[src/rtl/ls161_timer_ctrl.sv]
// ============================================================================
// ls161_timer_ctrl
// ----------------------------------------------------------------------------
// Sequencer that drives an external 74LS161-style 4-bit counter as a
// programmable period timer. A period is (16 - PRESET) enabled counter cycles.
// The counter is loaded with PRESET, counts up to 15, and then either reloads
// for another period or is left to wrap and the run finishes.
// One-shot mode runs REPEAT+1 periods. Periodic mode runs until ABORT.
//
// Ports
//   CLK         clock, rising edge
//   CLR         synchronous active-high reset
//   START       start request, only honoured in IDLE
//   MODE        0 = one-shot, 1 = periodic (sampled live while running)
//   PRESET[3:0] counter start value, latched at start
//   REPEAT[7:0] extra periods for one-shot mode, latched at start
//   PAUSE       freezes counting and the sequencer while high
//   ABORT       ends an active run through the CLEAR state
//   CNT_Q[3:0]  counter parallel output
//   CNT_RCO     counter ripple-carry (terminal count)
//   CNT_D[3:0]  counter parallel load value
//   CNT_LOAD_n  counter load, active low
//   CNT_ENP     counter count enable P
//   CNT_ENT     counter count enable T
//   CNT_CLR_n   counter clear, active low
//   BUSY        high whenever the sequencer is not idle
//   TICK        one-cycle pulse the cycle after each period end
//   DONE        one-cycle pulse the cycle after the final one-shot period end
//   REMAIN[7:0] periods still to run after the current one
// ============================================================================
module ls161_timer_ctrl (
   input  logic       CLK,
   input  logic       CLR,
   input  logic       START,
   input  logic       MODE,
   input  logic [3:0] PRESET,
   input  logic [7:0] REPEAT,
   input  logic       PAUSE,
   input  logic       ABORT,
   input  logic [3:0] CNT_Q,
   input  logic       CNT_RCO,
   output logic [3:0] CNT_D,
   output logic       CNT_LOAD_n,
   output logic       CNT_ENP,
   output logic       CNT_ENT,
   output logic       CNT_CLR_n,
   output logic       BUSY,
   output logic       TICK,
   output logic       DONE,
   output logic [7:0] REMAIN
);

   typedef enum logic [1:0] {
      IDLE  = 2'd0,
      LOAD  = 2'd1,
      RUN   = 2'd2,
      CLEAR = 2'd3
   } state_t;

   state_t     state;
   logic [3:0] preset_q;
   logic [7:0] remain_q;
   logic       tick_q;
   logic       done_q;

   logic       period_end;
   logic       reload;

   // A real 161 gates RCO with ENT; also requiring Q=15 keeps the terminal
   // decode correct however the board wires the counter's ENT input.
   assign period_end = (state == RUN) && CNT_RCO && (CNT_Q == 4'hF) && !PAUSE;

   // Another period follows this one: periodic mode, or one-shot with
   // periods still outstanding.
   assign reload = period_end && (MODE || (remain_q != 8'd0));

   // Sequencer state, latched run parameters and the registered pulses.
   // ABORT is tested before the period end so an abort on the terminal
   // cycle goes straight to CLEAR with no TICK.
   always_ff @(posedge CLK) begin
      if (CLR) begin
         state    <= IDLE;
         preset_q <= 4'd0;
         remain_q <= 8'd0;
         tick_q   <= 1'b0;
         done_q   <= 1'b0;
      end else begin
         tick_q <= 1'b0;
         done_q <= 1'b0;
         case (state)
            IDLE: begin
               if (START) begin
                  preset_q <= PRESET;
                  remain_q <= REPEAT;
                  state    <= LOAD;
               end
            end
            LOAD: begin
               state <= ABORT ? CLEAR : RUN;
            end
            RUN: begin
               if (ABORT) begin
                  state <= CLEAR;
               end else if (period_end) begin
                  tick_q <= 1'b1;
                  if (reload) begin
                     if (!MODE && (remain_q != 8'd0)) begin
                        remain_q <= remain_q - 8'd1;
                     end
                  end else begin
                     done_q <= 1'b1;
                     state  <= IDLE;
                  end
               end
            end
            CLEAR: begin
               remain_q <= 8'd0;
               state    <= IDLE;
            end
            default: begin
               state <= IDLE;
            end
         endcase
      end
   end

   // Counter controls. The reload on a period end must be combinational so
   // the counter loads PRESET on the same edge it would otherwise wrap.
   // CLR forces the counter clear immediately, ahead of every other control.
   always_comb begin
      CNT_D      = preset_q;
      CNT_LOAD_n = 1'b1;
      CNT_ENP    = 1'b0;
      CNT_ENT    = 1'b0;
      CNT_CLR_n  = 1'b1;
      if (CLR) begin
         CNT_CLR_n = 1'b0;
      end else begin
         case (state)
            LOAD: begin
               CNT_LOAD_n = 1'b0;
            end
            RUN: begin
               CNT_ENT    = 1'b1;
               CNT_ENP    = !PAUSE;
               CNT_LOAD_n = !(reload && !ABORT);
            end
            CLEAR: begin
               CNT_CLR_n = 1'b0;
            end
            default: begin
            end
         endcase
      end
   end

   assign BUSY   = (state != IDLE);
   assign TICK   = tick_q;
   assign DONE   = done_q;
   assign REMAIN = remain_q;

endmodule
[config.mk]
export PLATFORM = sky130hd
export DESIGN_NAME = ls161_timer_ctrl
export DESIGN_NICKNAME = d
export VERILOG_FILES = /design/src/rtl/ls161_timer_ctrl.sv
export SDC_FILE = /design/constraint.sdc
export NUM_CORES = 1
export LEC_CHECK = 0
export CORE_ASPECT_RATIO = 0.6
export CORE_UTILIZATION = 44
export CTS_BUF_LIST = sky130_fd_sc_hd__clkbuf_4
export DETAILED_ROUTE_END_ITERATION = 12
export PLACE_DENSITY_LB_ADDON = 0.3
export REMOVE_ABC_BUFFERS = 1
export SYNTH_ARGS = -nofsm -noshare
export SYNTH_HDL_FRONTEND = slang
export SYNTH_SLANG_ARGS = --single-unit
[constraint.sdc]
create_clock -name CLK -period 2.35 [get_ports CLK]
set_input_delay 0.3525 -clock CLK [delete_from_list [all_inputs] [get_ports CLK]]
set_output_delay 0.3525 -clock CLK [all_outputs]
set_load 0.03 [all_outputs]
* Word level (Yosys, flattened, before mapping)
Cells that the tools add are included.
Cells by class: reduce and logical (&&, ||, !) cells 20, bitwise logic cells 2, add/sub/neg operators 1, eq/ne operators 11, multiplexer cells 22
Operators with widths (count):
- two-way mux 8 bit | 5
- case mux 8 bit (3 select lines) | 1
- two-way mux 1 bit | 10
- two-way mux 2 bit | 4
- != test 2 bit, second input constant | 4
- case mux 2 bit (4 select lines) | 1
- nonzero test 8 bit | 1
- subtractor 8 x 1 -> 8 bit, second input constant | 1
- logical AND 1 bit | 6
- != test 3 bit, second input constant | 2
- AND reduction 6 bit | 1
- == test 2 bit, second input constant | 2
- == test 4 bit, second input constant | 1
- zero test 1 bit | 4
- OR reduction 4 bit | 1
- AND reduction 3 bit | 1
- nonzero test 3 bit | 1
- OR reduction 3 bit | 1
- == test 2 x 1 -> 1 bit, second input constant | 1
- zero test 2 bit | 1
- != test 2 x 1 -> 1 bit, second input constant | 1
- NOT 1 bit | 2
- case mux 1 bit (2 select lines) | 1
- AND reduction 2 bit | 1
- other kinds (2) | 2
Word-level totals: word-level logic and storage cells 61, flip-flop bits (word level) 16, output and inout port bits 19, input port bits 23

* Depth between registers and ports, before layout
Gate-level depths: netlist of run 1.
depth in word-level cells 9, gate-level depth with buffers 7

* Worst setup path after synthesis of run 1
OpenSTA, ideal clock, no wires.
path kind reg-to-output, start register remain_q[0] (netlist: REMAIN[0]), end output port CNT_LOAD_n, stages on the path, launching flop included 8, path slack 50 ps, arrival time 1947 ps, required time 1997 ps, cell sequence dfxtp_1 -> inv_1 -> ha_1 -> or3b_2 -> or2_1 -> buf_4 -> o21bai_1 -> a21o_1
On the way: word-level cells in the longest chain between the ends 7
Ends and longest elaborated chain:
- start: declaration | line 62 | logic [7:0] remain_q;
- start signal: assignment | line 108 | remain_q <= remain_q - 8'd1;
- nonzero test 8 bit | line 75 | assign reload = period_end && (MODE || (remain_q != 8'd0));
- logical OR 1 bit | line 75
- logical AND 1 bit | line 75
- logical AND 1 bit | line 146 | CNT_LOAD_n = !(reload && !ABORT);
- zero test 1 bit | line 146
- case mux 1 bit (2 select lines) | line 139 | case (state)
- two-way mux 1 bit | line 136 | if (CLR) begin
- end: declaration | line 43 | output logic CNT_LOAD_n,
Every way passes these cells.

* Worst setup path in the final report of run 1
start input port PAUSE, end output port CNT_LOAD_n
On the way: word-level cells in the longest chain between the ends 7
Ends and longest elaborated chain:
- start: declaration | line 38 | input logic PAUSE,
- zero test 1 bit | line 71 | assign period_end = (state == RUN) && CNT_RCO && (CNT_Q == 4'hF) && !PAUSE;
- logical AND 1 bit | line 71
- logical AND 1 bit | line 75
- logical AND 1 bit | line 146
- zero test 1 bit | line 146
- case mux 1 bit (2 select lines) | line 139
- two-way mux 1 bit | line 136
Every way passes these cells.

==> results.toml, run 1 <==
[routing]
drc_errors = 0
vias = 1240
drt_iter0_drc = 74
drt-pass1-iter-count = 5
wl_per_cell_um = 16.4
ant_nets = 0
postRouteWirelength_um = 3410
via_per_inst = 5.96

[synthesis]
async_flop_share = 0
netlist_instances = 117
synth_top_flop_cell = "dfxtp_1"
yosys-top-cells-area = "dfxtp_1 31%, a211oi_1 6.6%, mux2i_1 4.9%"
synth_top_cell_area_share = 0.315
ys_warn_count = 0
synth_area_per_cell_um2 = 8.69
synth_edf_count = 0
seq_area_frac_synth = 0.315
ys_ff_latch = 16
synth_area_leader_cell = "dfxtp_1"
ys_types = 46
syn_area_mm2 = 0.00102

[placement]
place.detailed.hpwl_um = 2660
placed_cell_area_mm2 = 0.00160
io_buffers = 41
place_ws_ns = -0.324
gp_congestion = 0.951
dp_cells = 204

[worst_setup_path]
path_cells = "clkdlybuf4s50_1 -> nand4bb_1 -> or3_1 -> o21bai_1 -> a21o_1 -> buf_6"
rr_startpoint = "REMAIN[0]"
path_class = "primary input to primary output"
crit_arrival_ns = 1.88
setup.worst_path.end_class = "primary output"
critPathLaunch = "PAUSE"
slowest_stage = "clkdlybuf4s50_1"
r2r_setup_slack_ns = 0.42
crit_family = "simple AND/OR/NAND/NOR gates"
crit_end = "CNT_LOAD_n"
rr_endpoint = "REMAIN[4]"
crit_path_max_fanout = 2
rr_worst_depth = 7
path_depth = 6
startpoint_type = "primary input"
cp.required_ns = 2.00
cpPeakStageDelay_ns = 0.43
path_buf_inv = 2

[floorplanning]
ios = 42
rows = 13
start_util = 0.467
die_h_um = 39.2
die-width_um = 64.1
coreArea_mm2 = 0.00218
die_area_mm2 = 0.00251

[power]
p_sw_frac = 0.384
comb_power_share = 0.501
ir_drop_mv = 0.416
p_int_mw = 0.579
power_switching_mw = 0.360
total_power_mw = 0.939
pwr-share-seq = 0.333
p_per_area_mw_per_mm2 = 577
power_leakage_nw = 0.629
clockPowerShare = 0.166

[global_routing]
grt_pass1_wl_um = 5380
antenna_found_initial = 0
grt_use_total = 0.303
grt_overflow_total = 0
grt_max_degree = 22
first_global_vias = 1104

[cells_and_area]
insertedDiodeCount = 0
layout.nets = 204
final_area_mm2 = 0.00163
final_util = 0.746
area_delta_synth_final_pct = 59.9
drive_above_1_share = 0.230
final_cells = 208

[clock_network]
htree_levels = 1
numCtsBuffers = 3
cts_num_sinks = 16
postCtsSetupRepairBufs = 0
cts_hold_buf = 0
root_buffer = "clkbuf_4"
clock_latency_ns = 0.30
clk_pin_slew_ns = 0.10
cts_buffer_depth = 2
cts_tree = "yes"

[timing]
fin_crit_ns = 2.23
setup_slack_ns = 0.122
rsz0062_at_grt = "false"
finalSetupViolCount = 0
fin_crit_sh = 0.948
worst_pin_slew_ns = 0.692
hold_slack_ns = 0.501
finalClockSkew_ns = 0.0128
maxSlewHeadroom = 0.534
finalHoldViolCount = 0
drv_slew = 0
fmax_ghz = 0.449
fin_setup_tns_ns = 0

[worst_hold_path]
worstHoldPathType = "register to register"
hold_start = "CNT_D[2]"

[job]
drv_cap = 0

[outcome]
status = "finished clean"
-- worst min-delay path by stage --
stage / to / slack, ns / depth (start not counted)
2_1_floorplan: REMAIN[7] / 0.42 / 1
3_3_place_gp: CNT_D[0] / 0.47 / 2
3_5_place_dp: CNT_D[2] / 0.49 / 2
4_1_cts: CNT_D[2] / 0.51 / 2
5_1_grt: CNT_D[2] / 0.55 / 2
6_report: CNT_D[2] / 0.50 / 2
-- Yosys cell counts (2+ instances only) --
cell type and count:
dfxtp_1 16, nor4_1 4, inv_1 4, a211oi_1 9, nor3_1 2, nand3_1 2, a31oi_1 2, a21oi_1 6
a22oi_1 3, clkbuf_1 4, a21o_1 3, ha_1 2, a221oi_1 2, o32ai_1 2, nand2b_1 5, nand2_1 6
a211oi_2 2, mux2i_1 5, nor2_1 11
-- repair_timing --
action	4_1_cts	5_1_grt
gates resized for setup	6	2
hold endpoints to repair	0	0
gates cloned	0	0
setup endpoints to repair	1	1
pin swaps	0	2
-- placed cells by master, fill, tap and decap left out, drive strengths merged, types with 6 or more instances in the layout --
cell / instances
clkdlybuf4s50: 37
nor2: 11
buf: 26
nand2: 6
a21oi: 7
dfxtp: 16
a211oi: 11
-- cell type report --
cell class	instances	area, µm²
multi-input combinational	90	654
inverter	5	18.8
tap	30	37.5
clock inverter	1	3.75
clock buffer	3	22.5
fill	185	553
sequential	16	320
timing repair buffer	63	569
-- flip-flops by register name, summed over array words and instances, names as in the netlist --
| signal | flops |
|---|---|
| DONE | 1 |
| state | 2 |
| CNT_D | 4 |
| TICK | 1 |
| REMAIN | 8 |
-- per-layer routing --
layer	GRT usage	part of all wire	wire length [µm]	vias up
met2	0.497	0.44	1500	85
met4	0.0682	0.014	48	0
met1	0.406	0.44	1500	567
met5	0	0	0	-
met3	0.0706	0.11	367	11
li1	-	-	-	577
-- worst reg2reg max path, cell delays in order, from the launching register on --
cell and delay [ns]:
dfxtp_1 0.32, inv_1 0.07, ha_1 0.14, or3b_4 0.38
or2_1 0.26, buf_4 0.19, a21o_1 0.24, a211oi_1 0.24
-- logic make-up (layout without fill, tap and decap cells) --
logic type / Yosys count / in the layout / share of synthesized area
XOR/XNOR: 1 / 1 / 0.00861
AO/OA/AOI/OAI: 38 / 38 / 0.294
adder cells (fa/ha/maj): 2 / 2 / 0.0246
flip-flops: 16 / 16 / 0.315
multiplexers: 5 / 5 / 0.0492
buffers and inverters: 11 / 72 / 0.0443
AND/OR/NAND/NOR: 44 / 44 / 0.264
-- power groups by stage --
stage / combinational, mW / sequential, mW / clock (mW)
floorplan: 0.186 / 0.378 / 0
global placement: 0.445 / 0.316 / 0
detailed placement: 0.459 / 0.317 / 0
CTS: 0.461 / 0.311 / 0.158
global route: 0.503 / 0.315 / 0.168
finish: 0.471 / 0.312 / 0.156
Note: power is estimated with default switching activity, not from simulation.
==> run 2: changes to the inputs <==
- GPL_ROUTABILITY_DRIVEN: unset -> 0
- SLEW_MARGIN: unset -> 20
==> results of run 2 <==
No change in the layout: final DEF, timing and power equal those of run 1.
